<file path="src/rtl/ysyx_24080006_mdu_pkg.sv">
// Shared execute-stage types for the RV32M multiply/divide unit.
// Latency: n/a (types and constants only).
// Backpressure: n/a.
// Contents: mdu_op_e, mdu_set_t (decoder control word), mdu_state_e, MDU_ITER.
package ysyx_24080006_pkg;

  typedef enum logic [1:0] {
    MULL = 2'd0,
    MULH = 2'd1,
    DIV  = 2'd2,
    REM  = 2'd3
  } mdu_op_e;

  typedef struct packed {
    logic    mdu_enable;
    logic    signed_a;
    logic    signed_b;
    mdu_op_e mdu_op;
  } mdu_set_t;

  typedef enum logic [1:0] {
    IDLE = 2'd0,
    CALC = 2'd1,
    FIX  = 2'd2,
    DONE = 2'd3
  } mdu_state_e;

  // Number of radix-2 steps for one 32-bit multiply or divide.
  localparam int unsigned MDU_ITER = 32;

  function automatic logic is_div_op(input mdu_op_e op);
    return (op == DIV) || (op == REM);
  endfunction

endpackage

</file>
<file path="src/rtl/ysyx_24080006_mdu_if.sv">
// Request/response bundle between execute stage and the MDU.
// Latency: n/a (wires only).
// Backpressure: in_valid/in_ready on request, out_valid/out_ready on result.
// Signals: in_valid, in_ready, mdu_set, rs1, rs2, flush, out_valid, out_ready, result.
// master = issuing stage side, slave = MDU side.
interface ysyx_24080006_mdu_if;
  import ysyx_24080006_pkg::*;

  logic        in_valid;
  logic        in_ready;
  mdu_set_t    mdu_set;
  logic [31:0] rs1;
  logic [31:0] rs2;
  logic        flush;
  logic        out_valid;
  logic        out_ready;
  logic [31:0] result;

  modport master (
    output in_valid, mdu_set, rs1, rs2, flush, out_ready,
    input  in_ready, out_valid, result
  );

  modport slave (
    input  in_valid, mdu_set, rs1, rs2, flush, out_ready,
    output in_ready, out_valid, result
  );

endinterface

</file>
<file path="src/rtl/ysyx_24080006_mdu_step.sv">
// One radix-2 iteration: shift-add multiply step or restoring divide step.
// Latency: combinational.
// Backpressure: none; the caller decides when to register the outputs.
// Ports: hi_i/lo_i current partial state, opnd_i multiplicand or divisor,
//        is_div_i selects divide, hi_o/lo_o next partial state.
module ysyx_24080006_mdu_step (
  input  logic [31:0] hi_i,
  input  logic [31:0] lo_i,
  input  logic [31:0] opnd_i,
  input  logic        is_div_i,
  output logic [31:0] hi_o,
  output logic [31:0] lo_o
);

  // One shared 34-bit adder. Multiply adds {c,hi} = hi + mcand (bit 32 is
  // the carry). Divide subtracts the divisor from {hi,lo[31]}; the extra top
  // bit is the borrow, i.e. the sign of the trial.
  logic [33:0] add_a;
  logic [33:0] add_b;
  logic [33:0] sum;

  always_comb begin
    add_a = '0;
    add_b = '0;
    if (is_div_i) begin
      add_a = {1'b0, hi_i, lo_i[31]};
      add_b = ~{2'b00, opnd_i};
    end else begin
      add_a = {2'b00, hi_i};
      add_b = lo_i[0] ? {2'b00, opnd_i} : 34'd0;
    end
    sum = add_a + add_b + {33'd0, is_div_i};
  end

  always_comb begin
    hi_o = hi_i;
    lo_o = lo_i;
    if (is_div_i) begin
      if (!sum[33]) begin
        hi_o = sum[31:0];
        lo_o = {lo_i[30:0], 1'b1};
      end else begin
        hi_o = {hi_i[30:0], lo_i[31]};
        lo_o = {lo_i[30:0], 1'b0};
      end
    end else begin
      // {c,hi,lo} >>= 1
      hi_o = sum[32:1];
      lo_o = {sum[0], lo_i[31:1]};
    end
  end

endmodule

</file>
<file path="src/rtl/ysyx_24080006_mdu.sv">
// RV32M iterative multiply/divide unit (MULL/MULH/DIV/REM, signed or unsigned).
// Latency: 34 cycles accept->out_valid (1 for divide-by-zero, 1 for multiply
//          when YSYX_MDU_FAST_MUL_EN is defined).
// Backpressure: in_ready only when idle; result held in DONE until out_ready.
// Ports: clock, rst_n (async active-low), bus (ysyx_24080006_mdu_if.slave).
// Optional macro: YSYX_MDU_FAST_MUL_EN -- single-cycle 33x33 multiply path.
module ysyx_24080006_mdu
  import ysyx_24080006_pkg::*;
(
  input  logic                      clock,
  input  logic                      rst_n,
  ysyx_24080006_mdu_if.slave        bus
);

  localparam logic [1:0] ST_IDLE = IDLE;
  localparam logic [1:0] ST_CALC = CALC;
  localparam logic [1:0] ST_FIX  = FIX;
  localparam logic [1:0] ST_DONE = DONE;

  logic [1:0]  state_q, state_d;
  logic [5:0]  cnt_q, cnt_d;
  logic [31:0] hi_q, hi_d;
  logic [31:0] lo_q, lo_d;
  logic [31:0] opnd_q, opnd_d;
  mdu_op_e     op_q, op_d;
  logic        neg_q, neg_d;
  logic [31:0] res_q, res_d;

  logic        idle;
  logic        accept;
  logic        neg_a;
  logic        neg_b;
  logic [31:0] mag_a;
  logic [31:0] mag_b;
  logic [31:0] step_hi;
  logic [31:0] step_lo;
  logic [63:0] prod_fix;
  logic [31:0] quo_fix;
  logic [31:0] rem_fix;

  assign idle          = (state_q == ST_IDLE);
  assign bus.in_ready  = idle;
  assign bus.out_valid = (state_q == ST_DONE);
  assign bus.result    = res_q;

  // flush beats a same-cycle request
  assign accept = bus.in_valid && idle && bus.mdu_set.mdu_enable && !bus.flush;

  assign neg_a = bus.mdu_set.signed_a & bus.rs1[31];
  assign neg_b = bus.mdu_set.signed_b & bus.rs2[31];
  assign mag_a = neg_a ? (~bus.rs1 + 32'd1) : bus.rs1;
  assign mag_b = neg_b ? (~bus.rs2 + 32'd1) : bus.rs2;

  ysyx_24080006_mdu_step u_step (
    .hi_i     (hi_q),
    .lo_i     (lo_q),
    .opnd_i   (opnd_q),
    .is_div_i (is_div_op(op_q)),
    .hi_o     (step_hi),
    .lo_o     (step_lo)
  );

  // Sign restoration on the magnitude results.
  assign prod_fix = neg_q ? (~{hi_q, lo_q} + 64'd1) : {hi_q, lo_q};
  assign quo_fix  = neg_q ? (~lo_q + 32'd1) : lo_q;
  assign rem_fix  = neg_q ? (~hi_q + 32'd1) : hi_q;

`ifdef YSYX_MDU_FAST_MUL_EN
  logic signed [65:0] fast_prod;
  assign fast_prod = $signed({neg_a, bus.rs1}) * $signed({neg_b, bus.rs2});
`endif

  always_comb begin
    state_d = state_q;
    cnt_d   = cnt_q;
    hi_d    = hi_q;
    lo_d    = lo_q;
    opnd_d  = opnd_q;
    op_d    = op_q;
    neg_d   = neg_q;
    res_d   = res_q;

    case (state_q)
      ST_IDLE: begin
        if (accept) begin
          op_d   = bus.mdu_set.mdu_op;
          // remainder takes the dividend's sign, everything else the XOR
          neg_d  = (bus.mdu_set.mdu_op == REM) ? neg_a : (neg_a ^ neg_b);
          hi_d   = '0;
          lo_d   = mag_a;
          opnd_d = mag_b;
          cnt_d  = 6'(MDU_ITER);
          if (is_div_op(bus.mdu_set.mdu_op) && (bus.rs2 == 32'd0)) begin
            res_d   = (bus.mdu_set.mdu_op == DIV) ? 32'hFFFF_FFFF : bus.rs1;
            state_d = ST_DONE;
          end
`ifdef YSYX_MDU_FAST_MUL_EN
          else if (!is_div_op(bus.mdu_set.mdu_op)) begin
            {hi_d, lo_d} = fast_prod[63:0];
            res_d   = (bus.mdu_set.mdu_op == MULH) ? fast_prod[63:32] : fast_prod[31:0];
            state_d = ST_DONE;
          end
`endif
          else begin
            state_d = ST_CALC;
          end
        end
      end

      ST_CALC: begin
        hi_d  = step_hi;
        lo_d  = step_lo;
        cnt_d = cnt_q - 6'd1;
        if (cnt_q == 6'd1) begin
          state_d = ST_FIX;
        end
      end

      ST_FIX: begin
        case (op_q)
          MULL:    res_d = prod_fix[31:0];
          MULH:    res_d = prod_fix[63:32];
          DIV:     res_d = quo_fix;
          default: res_d = rem_fix;
        endcase
        state_d = ST_DONE;
      end

      default: begin
        if (bus.out_ready) begin
          state_d = ST_IDLE;
        end
      end
    endcase

    if (bus.flush) begin
      state_d = ST_IDLE;
    end
  end

  always_ff @(posedge clock or negedge rst_n) begin
    if (!rst_n) begin
      state_q <= ST_IDLE;
      cnt_q   <= '0;
      hi_q    <= '0;
      lo_q    <= '0;
      opnd_q  <= '0;
      op_q    <= MULL;
      neg_q   <= 1'b0;
      res_q   <= '0;
    end else begin
      state_q <= state_d;
      cnt_q   <= cnt_d;
      hi_q    <= hi_d;
      lo_q    <= lo_d;
      opnd_q  <= opnd_d;
      op_q    <= op_d;
      neg_q   <= neg_d;
      res_q   <= res_d;
    end
  end

endmodule

</file>
<file path="src/flat_wrapper.sv">
// flat-port wrapper written by rule: the top's interface ports become plain ports
module ysyx_24080006_mdu_flat import ysyx_24080006_pkg::*;
  (clock, rst_n, bus_in_valid, bus_mdu_set, bus_rs1, bus_rs2, bus_flush, bus_out_ready, bus_in_ready, bus_out_valid, bus_result);
  ysyx_24080006_mdu_if bus_i ();
  input  logic clock;
  input  logic rst_n;
  input wire logic [$bits(bus_i.in_valid)-1:0] bus_in_valid;
  input wire logic [$bits(bus_i.mdu_set)-1:0] bus_mdu_set;
  input wire logic [$bits(bus_i.rs1)-1:0] bus_rs1;
  input wire logic [$bits(bus_i.rs2)-1:0] bus_rs2;
  input wire logic [$bits(bus_i.flush)-1:0] bus_flush;
  input wire logic [$bits(bus_i.out_ready)-1:0] bus_out_ready;
  output wire logic [$bits(bus_i.in_ready)-1:0] bus_in_ready;
  output wire logic [$bits(bus_i.out_valid)-1:0] bus_out_valid;
  output wire logic [$bits(bus_i.result)-1:0] bus_result;
  assign bus_i.in_valid = bus_in_valid;
  assign bus_i.mdu_set = bus_mdu_set;
  assign bus_i.rs1 = bus_rs1;
  assign bus_i.rs2 = bus_rs2;
  assign bus_i.flush = bus_flush;
  assign bus_i.out_ready = bus_out_ready;
  assign bus_in_ready = bus_i.in_ready;
  assign bus_out_valid = bus_i.out_valid;
  assign bus_result = bus_i.result;
  ysyx_24080006_mdu u_core (.clock(clock), .rst_n(rst_n), .bus(bus_i));
endmodule
</file>
<file path="config.mk">
export PLATFORM = sky130hd
export DESIGN_NAME = ysyx_24080006_mdu_flat
export DESIGN_NICKNAME = d
export VERILOG_FILES = /design/src/rtl/ysyx_24080006_mdu_pkg.sv /design/src/rtl/ysyx_24080006_mdu_if.sv /design/src/rtl/ysyx_24080006_mdu_step.sv /design/src/rtl/ysyx_24080006_mdu.sv /design/src/flat_wrapper.sv
export SDC_FILE = /design/constraint.sdc
export NUM_CORES = 1
export LEC_CHECK = 0
export CAP_MARGIN = 10
export CORE_ASPECT_RATIO = 0.9
export CORE_MARGIN = 8
export CORE_UTILIZATION = 47
export CTS_CLUSTER_SIZE = 30
export DETAILED_ROUTE_END_ITERATION = 6
export PLACE_DENSITY = 0.65
export SYNTH_ARGS = -nofsm -noshare
export SYNTH_HDL_FRONTEND = slang
export SYNTH_SLANG_ARGS = --single-unit
</file>
<file path="constraint.sdc">
create_clock -name clock -period 8.9 [get_ports clock]
set_clock_uncertainty 0.05 [all_clocks]
set_input_delay 1.335 -clock clock [delete_from_list [all_inputs] [get_ports clock]]
set_output_delay 1.335 -clock clock [all_outputs]
set_load 0.01 [all_outputs]
</file>
; Word level (Yosys, flattened, before mapping)
; Cells that the tools add are included.
; Widths: inputs -> output; s select.
[word_totals]
regBits = 139
latch_bits = 0
ramBits = 0
romBits = 0
in_bits = 74
out_inout_bits = 34
mem_count = 0
[classes]
add_sub_neg = 8
multipliers = 0
n_div = 0
n_lt_le_gt_ge = 0
eq_ne = 13
shifts = 0
muxes = 30
n_bitwise = 9
n_reduce_logical = 17
[op_table]
columns = cell, n
row1 = $mux 32, 13
row2 = $pmux 32 s2, 3
row3 = $add 32x1->32 const B, 4
row4 = $not 32->32, 4
row5 = $pmux 32 s3, 1
row6 = $add 64x1->64 const B, 1
row7 = $mux 64, 1
row8 = $not 64->64, 1
row9 = $add 34x1->34, 1
row10 = $add 34x34->34, 1
row11 = $mux 34, 1
row12 = $not 32->34, 1
row13 = $mux 33, 1
row14 = $logic_not 32->1, 1
row15 = $eq 2x2->1 const B, 6
row16 = $pmux 6 s2, 1
row17 = $mux 2, 5
row18 = $eq 6x1->1 const B, 1
row19 = $mux 6, 1
row20 = $pmux 2 s3, 1
row21 = $reduce_and 3->1, 2
row22 = $sub 6x1->6 const B, 1
row23 = $reduce_bool 5->1, 1
row24 = $eq 2x1->1 const B, 2
row25 = other kinds (12), 22

; Longest topological paths before layout
[logic_depth]
ltp_word = 8
depth_mapped = 17
depth_no_buf = 14

; Hierarchy
; A second synthesis with hierarchy kept.
[unflattened]
cells_unflattened = 1783
area_unflattened_um2 = 13485.4
[modules_own_cells]
columns = module, n_inst, cells_each, area_each_um2, seq_area_each_um2
row1 = ysyx_24080006_mdu, 1, 1226, 9775.6, 3478.3
row2 = ysyx_24080006_mdu_step, 1, 557, 3709.8, 0.0

; Worst setup path before layout
; No wires, ideal clock.
[synth_timing]
path_type = register -> register
from = reg u_core.op_q[1]
to = reg u_core.hi_q[27]
arrival_ns = 4.510
required_ns = 8.767
slack_ns = 4.257
path_stages_with_launch = 16
n_path_buf = 4
cell_sequence = dfrtp_1 -> clkbuf_1 -> clkbuf_1 -> buf_1 -> clkbuf_1 -> o21ai_0 -> fa_1 -> fa_1 -> a21o_1 -> a221o_1 -> a31oi_1 -> a31oi_1 -> a41oi_1 -> o21a_1 -> mux2_2 -> o21ai_0
[synth_via]
elab_chain_cells = 8
word_cells_on_any_way = 10
[synth_rtl]
columns = item, line_no
row1 = from (decl), ysyx_24080006_mdu.sv:25  ; mdu_op_e op_q, op_d;
row2 = from (signal assigned), ysyx_24080006_mdu.sv:157  ; op_q <= op_d;
row3 = $eq 2x2->1, ysyx_24080006_mdu_pkg.sv:32  ; return (op == DIV) || (op == REM);
row4 = $logic_or 1x1->1 *, ysyx_24080006_mdu_pkg.sv:32
row5 = $mux 33 or $mux 34 (tied branches), ysyx_24080006_mdu_step.sv:25  ; if (is_div_i) begin
row6 = $add 34x34->34, ysyx_24080006_mdu_step.sv:32  ; sum = add_a + add_b + {33'd0, is_div_i};
row7 = $add 34x1->34, ysyx_24080006_mdu_step.sv:32
row8 = $mux 32, ysyx_24080006_mdu_step.sv:39  ; if (!sum[33]) begin
row9 = $mux 32 *, ysyx_24080006_mdu_step.sv:38  ; if (is_div_i) begin
row10 = $pmux 32 s2 *, ysyx_24080006_mdu.sv:83  ; case (state_q)
row11 = to (signal assigned), ysyx_24080006_mdu.sv:154  ; hi_q <= hi_d;
row12 = to (decl), ysyx_24080006_mdu.sv:22  ; logic [31:0] hi_q, hi_d;
; Every way passes the cells marked *; elsewhere a longest branch is shown, timed or not.
; A chain may end at the register's enable or synchronous reset.

; Worst setup path after layout
[layout_timing]
from = reg u_core.op_q[1]
to = reg u_core.hi_q[1]
; The elaborated chain is that of the path after synthesis.

==> impl_metrics.yaml <==
status:
  status: "completed"
logic_synthesis:
  yosysMostFrequentCell: "o21ai_0"
  synth_nets: 1756
  synth_fa_ha_area_frac: 0.0449
  ys_types: 77
  yosys.area_share.simple: 0.200
  synth_edf_count: 0
  yosysWarnings: 0
  ys.flop_type: "dfrtp_1"
  synth_common_cells: "o21ai_0, nand2_1, dfrtp_1"
  synth_compound_area_frac: 0.256
  synth_top_area_share: 0.276
  ys_top_cells_by_area: "dfrtp_1, o21ai_0, nand2_1, xnor2_1, xor2_1"
  yosys.area.top_type: "dfrtp_1"
  yosysSeqAreaShare: 0.276
  netlist_area_um2: 12600
  ys_ff_latch: 139
  synth_top_family_by_area: "compound AO/OA/AOI/OAI gates"
  avgSynthCellArea_um2: 7.69
  synthCells: 1638
  synth-xor-area-share: 0.108
  async_flop_share: 1.00
  synthMuxAreaShare: 0.0647
route:
  wl_per_cell_um: 21.1
  postRouteWirelength_mm: 42.7
  ant_nets: 0
  drc_errors: 0
  vias: 12559
  initialDrtViolationCount: 1368
  drt-pass1-iter-count: 5
  via_per_inst: 6.21
timing:
  max_freq_ghz: 0.179
  maxSlewViolCount: 0
  setup_violations: 0
  slew_headroom: 0.328
  grt_setup_unrepaired: "false"
  finalHoldViolations: 0
  fin_crit_sh: 0.629
  hold_ws_ns: 0.434
  worst_pin_slew_ns: 1.01
  fin_ws_ns: 3.30
  period_needed_ns: 5.60
  setup_tns_ns: 0
layout:
  multi_input_area_um2: 8520
  syn_to_final_growth_pct: 13.9
  drive_gt1_frac: 0.0678
  design_area_um2: 14400
  fin_nets: 1772
  final_cells: 2021
  fillCellCount: 2543
  seqCellArea_um2: 3480
  fin_util: 0.538
  diodes: 0
cts:
  ctsHoldBuffers: 0
  cts.clk_slew.worst_paths_ns: 0.06
  tritoncts: "built"
  cts_buffers: 17
  root_buffer: "clkbuf_16"
  clk_latency_ns: 0.44
  h-tree-depth: 4
  ctsResizeCount: 0
  cts_sinks: 139
  postCtsSetupRepairBufs: 0
  cts_buffer_depth: 2
die:
  die_height_um: 171
  rows: 57
  dieArea_um2: 32300
  die_x_um: 189
  start_util: 0.472
  boundaryPins: 108
  coreArea_um2: 26700
setup_path:
  rr_worst_depth: 11
  worstReg2RegStart: "u_core.op_q[1]$_DFFE_PN0P_"
  path_buf_inv: 1
  slowest_delay_ns: 0.92
  cp_max_fo: 63
  r2r-end: "u_core.hi_q[1]$_DFFE_PN0P_"
  r2r_slack_ns: 3.30
  crit_path_top_delay_cell: "dfrtp_4"
  cpLargestDelayFamily: "compound AO/OA/AOI/OAI gates"
  timing.critical_path.cells: "buf_4 > mux2_2 > ha_1 > nand4_1 > a211oi_1 > o21ai_0 > a211oi_1 > o31a_1 > nand2_1 > o211ai_1 > o21ai_0"
  path_class: "reg -> reg"
  cp.required_ns: 9.17
  cp.arrival_ns: 5.87
  crit_path_end_kind: "register"
  startpoint_type: "register"
grt:
  grt_pass1_wl_mm: 67.3
  track_usage: 0.262
  antenna_found_initial: 0
  overflow: 0
  grt_pass1_vias: 11664
  grt_max_degree: 76
power:
  p_leak_nw: 5.78
  powerDensity_nw_per_um2: 403
  p_total_mw: 5.79
  ir_drop_mv: 0.176
place:
  dpl_cell_area_um2: 13800
  place_congestion: 0.986
  placedCellCount: 1989
  post-place-ws_ns: 3.46
  portBuffers: 107
  dp_hpwl_mm: 32.1
min_path:
  hold_end: "u_core.bus.result[4]$_DFFE_PN0P_"
  min-delay-path-class: "reg -> reg"
  worstHoldStart: "u_core.bus.result[4]$_DFFE_PN0P_"
  hold_path_depth: 2
run:
  max-cap-violations: 0
power breakdown:
part	switching, mW	leakage, nW	internal (mW)
registers	0.516	1.74	0.918
logic	2.18	3.76	1.44
clock network	0.311	0.277	0.413
flip-flops by register name, summed over array words and instances, names as in the netlist:
register and cells:
u_core.op_q 2, u_core.cnt_q 6, u_core.neg_q 1, u_core.bus.result 32, u_core.opnd_q 32, u_core.lo_q 32, u_core.state_q 2, u_core.hi_q 32
logic make-up after synthesis:
kind of cell    Yosys count
compound gates          531
simple gates            529
buf+inv                 162
xor+xnor                156
flops                   139
mux                      77
fa+ha+maj                44
layout make-up:
type	count	area share
multi-input cells	1337	0.594
flip-flops and latches	139	0.243
repair buffers	124	0.0836
well taps	354	0.0309
clock buffers	18	0.0299
clock inverters	14	0.0102
inverters	35	0.00915
metal layers:
layer | wire length (µm) | up-vias | track usage
met1 | 20000 | 5976 | 0.388
met2 | 17700 | 562 | 0.371
met5 | 69 | - | 0.0184
li1 | - | 5954 | -
met4 | 942 | 2 | 0.0774
met3 | 3930 | 65 | 0.0576
worst max path at each step:
stage,start,end,slack [ns],depth (start not counted)
after floorplan,u_core.op_q[1]$_DFFE_PN0P_,u_core.hi_q[27]$_DFFE_PN0P_,4.26,15
after global placement,u_core.op_q[1]$_DFFE_PN0P_,u_core.hi_q[1]$_DFFE_PN0P_,3.57,11
after global routing,u_core.op_q[1]$_DFFE_PN0P_,u_core.hi_q[13]$_DFFE_PN0P_,2.96,11
after detailed placement,u_core.op_q[1]$_DFFE_PN0P_,u_core.hi_q[30]$_DFFE_PN0P_,3.46,11
final,u_core.op_q[1]$_DFFE_PN0P_,u_core.hi_q[1]$_DFFE_PN0P_,3.30,11
after CTS,u_core.op_q[1]$_DFFE_PN0P_,u_core.hi_q[30]$_DFFE_PN0P_,3.45,11
worst reg2reg max path, cell delays in order, from the launching register on:
cell and delay [ns]:
dfrtp_4 0.92, buf_4 0.74, mux2_2 0.45, ha_1 0.40, nand4_1 0.18, a211oi_1 0.23
o21ai_0 0.31, a211oi_1 0.61, o31a_1 0.52, nand2_1 0.59, o211ai_1 0.36, o21ai_0 0.12
placed cells by master (no fill, tap or decap), drive strengths merged, types with 42 or more instances in the layout:
cell and instances:
o21ai 260, nand2 240, dfrtp 139, clkdlybuf4s50 106, nor2 104, a21oi 85, xnor2 83, xor2 73
nor3 42, ha 42
(Power assumes the default switching activity.)
